[config.mk]
export PLATFORM = sky130hd
export DESIGN_NAME = conv_stream_master
export DESIGN_NICKNAME = d
export VERILOG_FILES = /design/src/rtl/conv_stream_master.sv
export SDC_FILE = /design/constraint.sdc
export NUM_CORES = 2
export LEC_CHECK = 0
export ABC_AREA = 1
export CORE_ASPECT_RATIO = 1.4
export CORE_UTILIZATION = 39
export CTS_CLUSTER_DIAMETER = 120
export DETAILED_ROUTE_END_ITERATION = 7
export GPL_TIMING_DRIVEN = 0
export PLACE_DENSITY = 0.58
export SETUP_SLACK_MARGIN = 0.02
export SLEW_MARGIN = 25
export SYNTH_ARGS = -nofsm -noshare
export SYNTH_HDL_FRONTEND = slang
export SYNTH_SLANG_ARGS = --single-unit
[constraint.sdc]
create_clock -name clk -period 7.4 [get_ports clk]
set_input_delay 1.48 -clock clk [delete_from_list [all_inputs] [get_ports clk]]
set_output_delay 1.48 -clock clk [all_outputs]
set_load 0.01 [all_outputs]
[src/rtl/conv_stream_master.sv]
// conv_stream_master: buffers a 128-sample vector and 32-tap filter, streams both to the
// convolution engine on start and captures the 97 results. Optional macro: CONV_MASTER_CHECKSUM_EN (adds y_sum).
`default_nettype none

module conv_stream_master #(
   parameter int DATA_N   = 128,
   parameter int FILTER_N = 32,
   parameter int Y_W      = 21
) (
   input  logic                        clk,
   input  logic                        reset,
   input  logic                        ld_we,
   input  logic                        ld_sel,
   input  logic [$clog2(DATA_N)-1:0]   ld_addr,
   input  logic [7:0]                  ld_data,
   input  logic                        start,
   output logic                        busy,
   output logic                        done,
   output logic                        m_valid_x,
   input  logic                        m_ready_x,
   output logic [7:0]                  m_data_x,
   output logic                        m_valid_f,
   input  logic                        m_ready_f,
   output logic [7:0]                  m_data_f,
   input  logic                        s_valid_y,
   output logic                        s_ready_y,
   input  logic [Y_W-1:0]              s_data_y,
   input  logic [$clog2(DATA_N)-1:0]   rd_addr,
   output logic [Y_W-1:0]              rd_data,
`ifdef CONV_MASTER_CHECKSUM_EN
   output logic [31:0]                 y_sum,
`endif
   output logic [$clog2(DATA_N)-1:0]   y_count
);

   localparam int CONV_N = DATA_N - FILTER_N + 1;
   localparam int AW     = $clog2(DATA_N);
   localparam int FW     = $clog2(FILTER_N);
   localparam logic [AW-1:0] X_LAST = AW'(DATA_N - 1);
   localparam logic [FW-1:0] F_LAST = FW'(FILTER_N - 1);
   localparam logic [AW-1:0] Y_LAST = AW'(CONV_N - 1);
   localparam logic [AW-1:0] Y_LIM  = AW'(CONV_N);

   typedef enum logic [1:0] {
      S_IDLE = 2'd0,
      S_RUN  = 2'd1,
      S_DONE = 2'd2
   } state_t;

   state_t             state_q;
   logic [7:0]         x_mem_q [DATA_N];
   logic [7:0]         f_mem_q [FILTER_N];
   logic [Y_W-1:0]     res_q   [CONV_N];
   logic [AW-1:0]      xk_q;
   logic [FW-1:0]      fk_q;
   logic [AW-1:0]      y_count_q;
   logic               busy_q, done_q;
   logic               m_valid_x_q, m_valid_f_q, s_ready_y_q;
   logic [7:0]         m_data_x_q, m_data_f_q;
   logic [Y_W-1:0]     rd_data_q;

   logic w_ld, w_x_hs, w_f_hs, w_y_hs, w_x_fin, w_f_fin, w_y_fin;

   assign w_ld    = (state_q == S_IDLE) && ld_we;
   assign w_x_hs  = m_valid_x_q && m_ready_x;
   assign w_f_hs  = m_valid_f_q && m_ready_f;
   assign w_y_hs  = s_ready_y_q && s_valid_y;
   // A stream counts as finished once its valid/ready has dropped or its last transfer happens now.
   assign w_x_fin = !m_valid_x_q || (m_ready_x && (xk_q == X_LAST));
   assign w_f_fin = !m_valid_f_q || (m_ready_f && (fk_q == F_LAST));
   assign w_y_fin = !s_ready_y_q || (s_valid_y && (y_count_q == Y_LAST));

   always_ff @(posedge clk) begin
      if (w_ld && !ld_sel) x_mem_q[ld_addr] <= ld_data;
      if (w_ld && ld_sel)  f_mem_q[ld_addr[FW-1:0]] <= ld_data;
      if (w_y_hs)          res_q[y_count_q] <= s_data_y;
   end

`ifdef CONV_MASTER_CHECKSUM_EN
   logic [31:0] y_sum_q;

   always_ff @(posedge clk or negedge reset) begin
      if (!reset) begin
         y_sum_q <= '0;
      end else if (state_q == S_IDLE && start) begin
         y_sum_q <= '0;
      end else if (state_q == S_RUN && w_y_hs) begin
         y_sum_q <= y_sum_q + {{(32-Y_W){s_data_y[Y_W-1]}}, s_data_y};
      end
   end

   assign y_sum = y_sum_q;
`endif

   always_ff @(posedge clk or negedge reset) begin
      if (!reset) begin
         state_q     <= S_IDLE;
         xk_q        <= '0;
         fk_q        <= '0;
         y_count_q   <= '0;
         busy_q      <= 1'b0;
         done_q      <= 1'b0;
         m_valid_x_q <= 1'b0;
         m_valid_f_q <= 1'b0;
         s_ready_y_q <= 1'b0;
         m_data_x_q  <= '0;
         m_data_f_q  <= '0;
         rd_data_q   <= '0;
      end else begin
         rd_data_q <= (rd_addr < Y_LIM) ? res_q[rd_addr] : '0;
         done_q    <= 1'b0;
         case (state_q)
            S_IDLE: begin
               if (start) begin
                  state_q     <= S_RUN;
                  busy_q      <= 1'b1;
                  xk_q        <= '0;
                  fk_q        <= '0;
                  y_count_q   <= '0;
                  m_valid_x_q <= 1'b1;
                  m_data_x_q  <= x_mem_q[0];
                  m_valid_f_q <= 1'b1;
                  m_data_f_q  <= f_mem_q[0];
                  s_ready_y_q <= 1'b1;
               end
            end
            S_RUN: begin
               if (w_x_hs) begin
                  if (xk_q == X_LAST) begin
                     m_valid_x_q <= 1'b0;
                  end else begin
                     xk_q       <= xk_q + 1'b1;
                     m_data_x_q <= x_mem_q[xk_q + 1'b1];
                  end
               end
               if (w_f_hs) begin
                  if (fk_q == F_LAST) begin
                     m_valid_f_q <= 1'b0;
                  end else begin
                     fk_q       <= fk_q + 1'b1;
                     m_data_f_q <= f_mem_q[fk_q + 1'b1];
                  end
               end
               if (w_y_hs) begin
                  y_count_q <= y_count_q + 1'b1;
                  if (y_count_q == Y_LAST) s_ready_y_q <= 1'b0;
               end
               if (w_x_fin && w_f_fin && w_y_fin) begin
                  state_q <= S_DONE;
                  done_q  <= 1'b1;
               end
            end
            S_DONE: begin
               state_q <= S_IDLE;
               busy_q  <= 1'b0;
            end
            default: state_q <= S_IDLE;
         endcase
      end
   end

   assign busy      = busy_q;
   assign done      = done_q;
   assign m_valid_x = m_valid_x_q;
   assign m_data_x  = m_data_x_q;
   assign m_valid_f = m_valid_f_q;
   assign m_data_f  = m_data_f_q;
   assign s_ready_y = s_ready_y_q;
   assign rd_data   = rd_data_q;
   assign y_count   = y_count_q;

endmodule

`default_nettype wire

==> results.md <==
* Highest Clock Rate at 167 MHz
* Largest family of logic cells by synthesized area: simple AND/OR/NAND/NOR gates
* Cell Area, Synth at around 140000 um2
* Vias per Instance at between 5 and 6
* Status: complete, but fails checks
* Initial Util at 39.3%
* EDFF count, synth at roughly 3300
* Mux share of post-synthesis cell area at 0%
* CTS Buffer Depth at 4
* Critical Path Fanout Max at 10
* Reg2reg setup slack at 3.33 ns
* Complex-gate fraction of the synthesized area at 8.27%
* Fin area at 160000 um2
* Post-synthesis sequential area ratio at about three quarters
* Async set-or-reset flop fraction in the synthesized netlist at approximately 1.9%
* Initial antenna violation count at between 40 and 50
* Tightest Hold Check Type: register to register
* # setup viols final at 0
* R2r worst-path depth at 15
* Top Ports at 100
* CP max stage delay at roughly 0.85 ns
* CP most frequent cell: nand3_1
* Unrepaired setup endpoints after global routing: no
* Final slew viol count at 0
* Fin Setup TNS at 0 ns
* Die width at between 500 and 600 um
* Commonest cells in the netlist: edfxtp_1 (3317), nor2_1 (1976), nand2_1 (1753)
* First-pass iteration count of the detailed router at 8
* Hold EP: busy
* Syn Inst Count at 11252
* Reg-to-reg startpoint: xk_q[1]
* Failing checks: design-rule violations
* CP required at approximately 8 ns
* Core box area at 348000 um2
* # DRC at 8
* Synth top area share at roughly 73%
* Worst flop-to-flop path endpoint: m_data_x[1]
* Number of cells on the worst hold path at 1
* Worst Skew at approximately 0.065 ns
* # hold bufs at CTS at 0
* Die Y at between 700 and 800 um
* Critical path class: input port to register
* CTS Buf Count at about 350
* Nets at around 12000
* DR iter-0 viols at roughly 15000
* Number of antenna-violating nets in the routed design at 0
* Top FF cell, synth: edfxtp_1
* # Post-CTS Setup Buffers at 0
* Routed WL at 597 mm
* Buffers on Ports at 95
* Vias in the first global route at ~95000
* Crit-path slowest cell: buf_1
* CP startpoint kind: input port
* Layout area overhead at 16.9%
* Max rail drop VDD at roughly 220 uV
* Min-delay src: state_q[1]
* Max-Cap Viols at 0
* Final worst path period share at 80.7%
* PwrDens at roughly 330 nW/um2
* Relative slew slack at between 10% and 20%
* All-layer global routing usage at about 33%
* Clk_lat worst skew at roughly 0.92 ns
* Main area contributors after synthesis: edfxtp_1 (73%), nor2_1 (5.4%), nand2_1 (4.8%), o21ai_0 (4.4%), nand3_1 (3.5%)
* Yosys reg bits at approximately 3400
* Cell with the most instances after synthesis: edfxtp_1
* Actual slew at the worst max-slew pin at between 1 and 1.5 ns
* First-pass GRT wire length at 796 mm
* Crit. End Element: register
* H-Tree Level Count at 5
* CTS tree: built
* Cell Rows at roughly 260
* Post-synthesis xor/xnor area fraction at 0.0430%
* Wire length per cell at about 35 um
* Syn Area/Cell at around 12 um2
* Synth Area in Adders at less than 1%
* Clk sink count at roughly 3400
* Final hold viol count at 0
* Clock root buffer: clkbuf_16
* Share of layout cells above drive strength 1 at 11.0%
* Post-DP HPWL at 424 mm
* Cell Chain, Critical Path: clkdlybuf4s50_1 > buf_2 > buf_1 > buf_1 > nand3_1 > nand3_1 > nand3_1 > nand2_1 > nand2_1 > a21oi_1
* Die area at about 350000 um2
* Most area-hungry cell type in the Yosys netlist: edfxtp_1
* Area after DPL at roughly 150000 um2
* Pin count of the biggest net entering global routing at 107
* GRT overflow at 0
* Synth cell types at 33
* Post-synthesis simple-gate area fraction at 14.0%
* Layout Utilization at between 40 and 50%
* Clock-pin slew on the worst setup and hold paths at roughly 0.06 ns
* Clock period minus final worst setup slack at 5.97 ns
* Vias at ~100k
* Leakage at between 50 and 60 nW
* Cts repair resizes at 0
* Gpl congestion at about 1.1
* Ys Warns at 0
* Arr. time, crit path at about 6.7 ns
* Syn_nets at roughly 11000
cells by family after synthesis:
logic type	after synthesis
adders and majority gates	5
and+or+nand+nor	4743
xor gates and xnor gates	5
buffers and inverters	1119
DFF	3380
AOI/OAI and AO/OA	2000
worst max-delay path, delay by kind of cell:
| family | cells | cell delay [ns] |
|---|---|---|
| simple gates | 5 | 1.37 |
| compound gates | 1 | 0.65 |
| buf+inv | 4 | 3.14 |
worst max path at each step:
| stage | cells past startpoint | end | slack, ns | start |
|---|---|---|---|---|
| 3_5_place_dp | 10 | rd_data[2] | 0.95 | rd_addr[3] |
| 2_1_floorplan | 4 | res_q[88][0] | 3.01 | s_valid_y |
| 3_3_place_gp | 5 | res_q[92][12] | -1.41 | s_valid_y |
| 6_report | 10 | rd_data[2] | 1.43 | rd_addr[3] |
| 4_1_cts | 10 | rd_data[2] | 1.89 | rd_addr[3] |
| 5_1_grt | 10 | rd_data[12] | 1.70 | rd_addr[3] |
power breakdown:
part	switching, W	internal, W
Clock	0.00771	0.0105
Sequential	0.000119	0.0213
Combinational	0.00977	0.00293
Total	0.0176	0.0348
metal layers:
metal / vias up / part of all wire, % / track usage [%]
li1: 41448 / - / -
met4: 24 / 11 / 30.2
met5: - / 0.035 / 0
met3: 2146 / 9.9 / 8.24
met1: 49582 / 33 / 36.2
met2: 6964 / 47 / 53.6
state kept, by name, summed over array words and instances (netlist names), 2 cells and up:
name and count:
f_mem_q 256, fk_q 5, m_data_f 8, m_data_x 8, rd_data 21, res_q 2037, state_q 2, x_mem_q 1024
xk_q 7, y_count 7
final cells by class:
class	instances	area (um2)
clock inverter	195	2300
clock buffer	428	9220
multi-input combinational	6753	31600
antenna	32	80.1
tap	4644	5810
buffer	729	3640
fill	31441	188000
sequential	3380	101000
inverter	390	1460
timing repair buffer	278	4650
per-stage QoR:
stage | hold WS [ns] | total power (W) | cells | setup WS, ns
2_1_floorplan | 0.441 | 0.0278 | 11252 | 3.01
3_3_place_gp | 0.473 | 0.0339 | 15991 | -1.41
3_5_place_dp | 0.490 | 0.0341 | 16174 | 0.949
4_1_cts | 0.490 | 0.0520 | 16797 | 1.89
5_1_grt | 0.510 | 0.0534 | 16803 | 1.70
6_report | 0.498 | 0.0524 | 16829 | 1.43
cells in the final DEF, fill, tap and decap left out, types with 7 or more instances in the layout:
| cell | instances |
|---|---|
| a21oi_1 | 170 |
| a22oi_1 | 29 |
| buf_1 | 47 |
| buf_12 | 44 |
| buf_16 | 85 |
| buf_2 | 266 |
| buf_4 | 109 |
| buf_6 | 46 |
| buf_8 | 20 |
| bufinv_16 | 48 |
| clkbuf_1 | 347 |
| clkbuf_16 | 353 |
| clkbuf_2 | 43 |
| clkbuf_8 | 10 |
| clkdlybuf4s50_1 | 65 |
| clkinv_1 | 59 |
| clkinv_2 | 61 |
| clkinvlp_4 | 13 |
| dfrtp_1 | 63 |
| diode_2 | 32 |
| edfxtp_1 | 3317 |
| inv_1 | 376 |
| inv_2 | 10 |
| inv_6 | 7 |
| nand2_1 | 1753 |
| nand3_1 | 944 |
| nand4_1 | 9 |
| nor2_1 | 1828 |
| nor2_2 | 62 |
| nor2_4 | 92 |
| nor3_2 | 35 |
| o211ai_1 | 286 |
| o21ai_0 | 1210 |
| o21ai_1 | 72 |
| o221ai_1 | 64 |
| o22ai_1 | 140 |
| o2bb2ai_1 | 28 |
| or2_2 | 9 |
No activity file was read; power rests on OpenSTA's default activity.
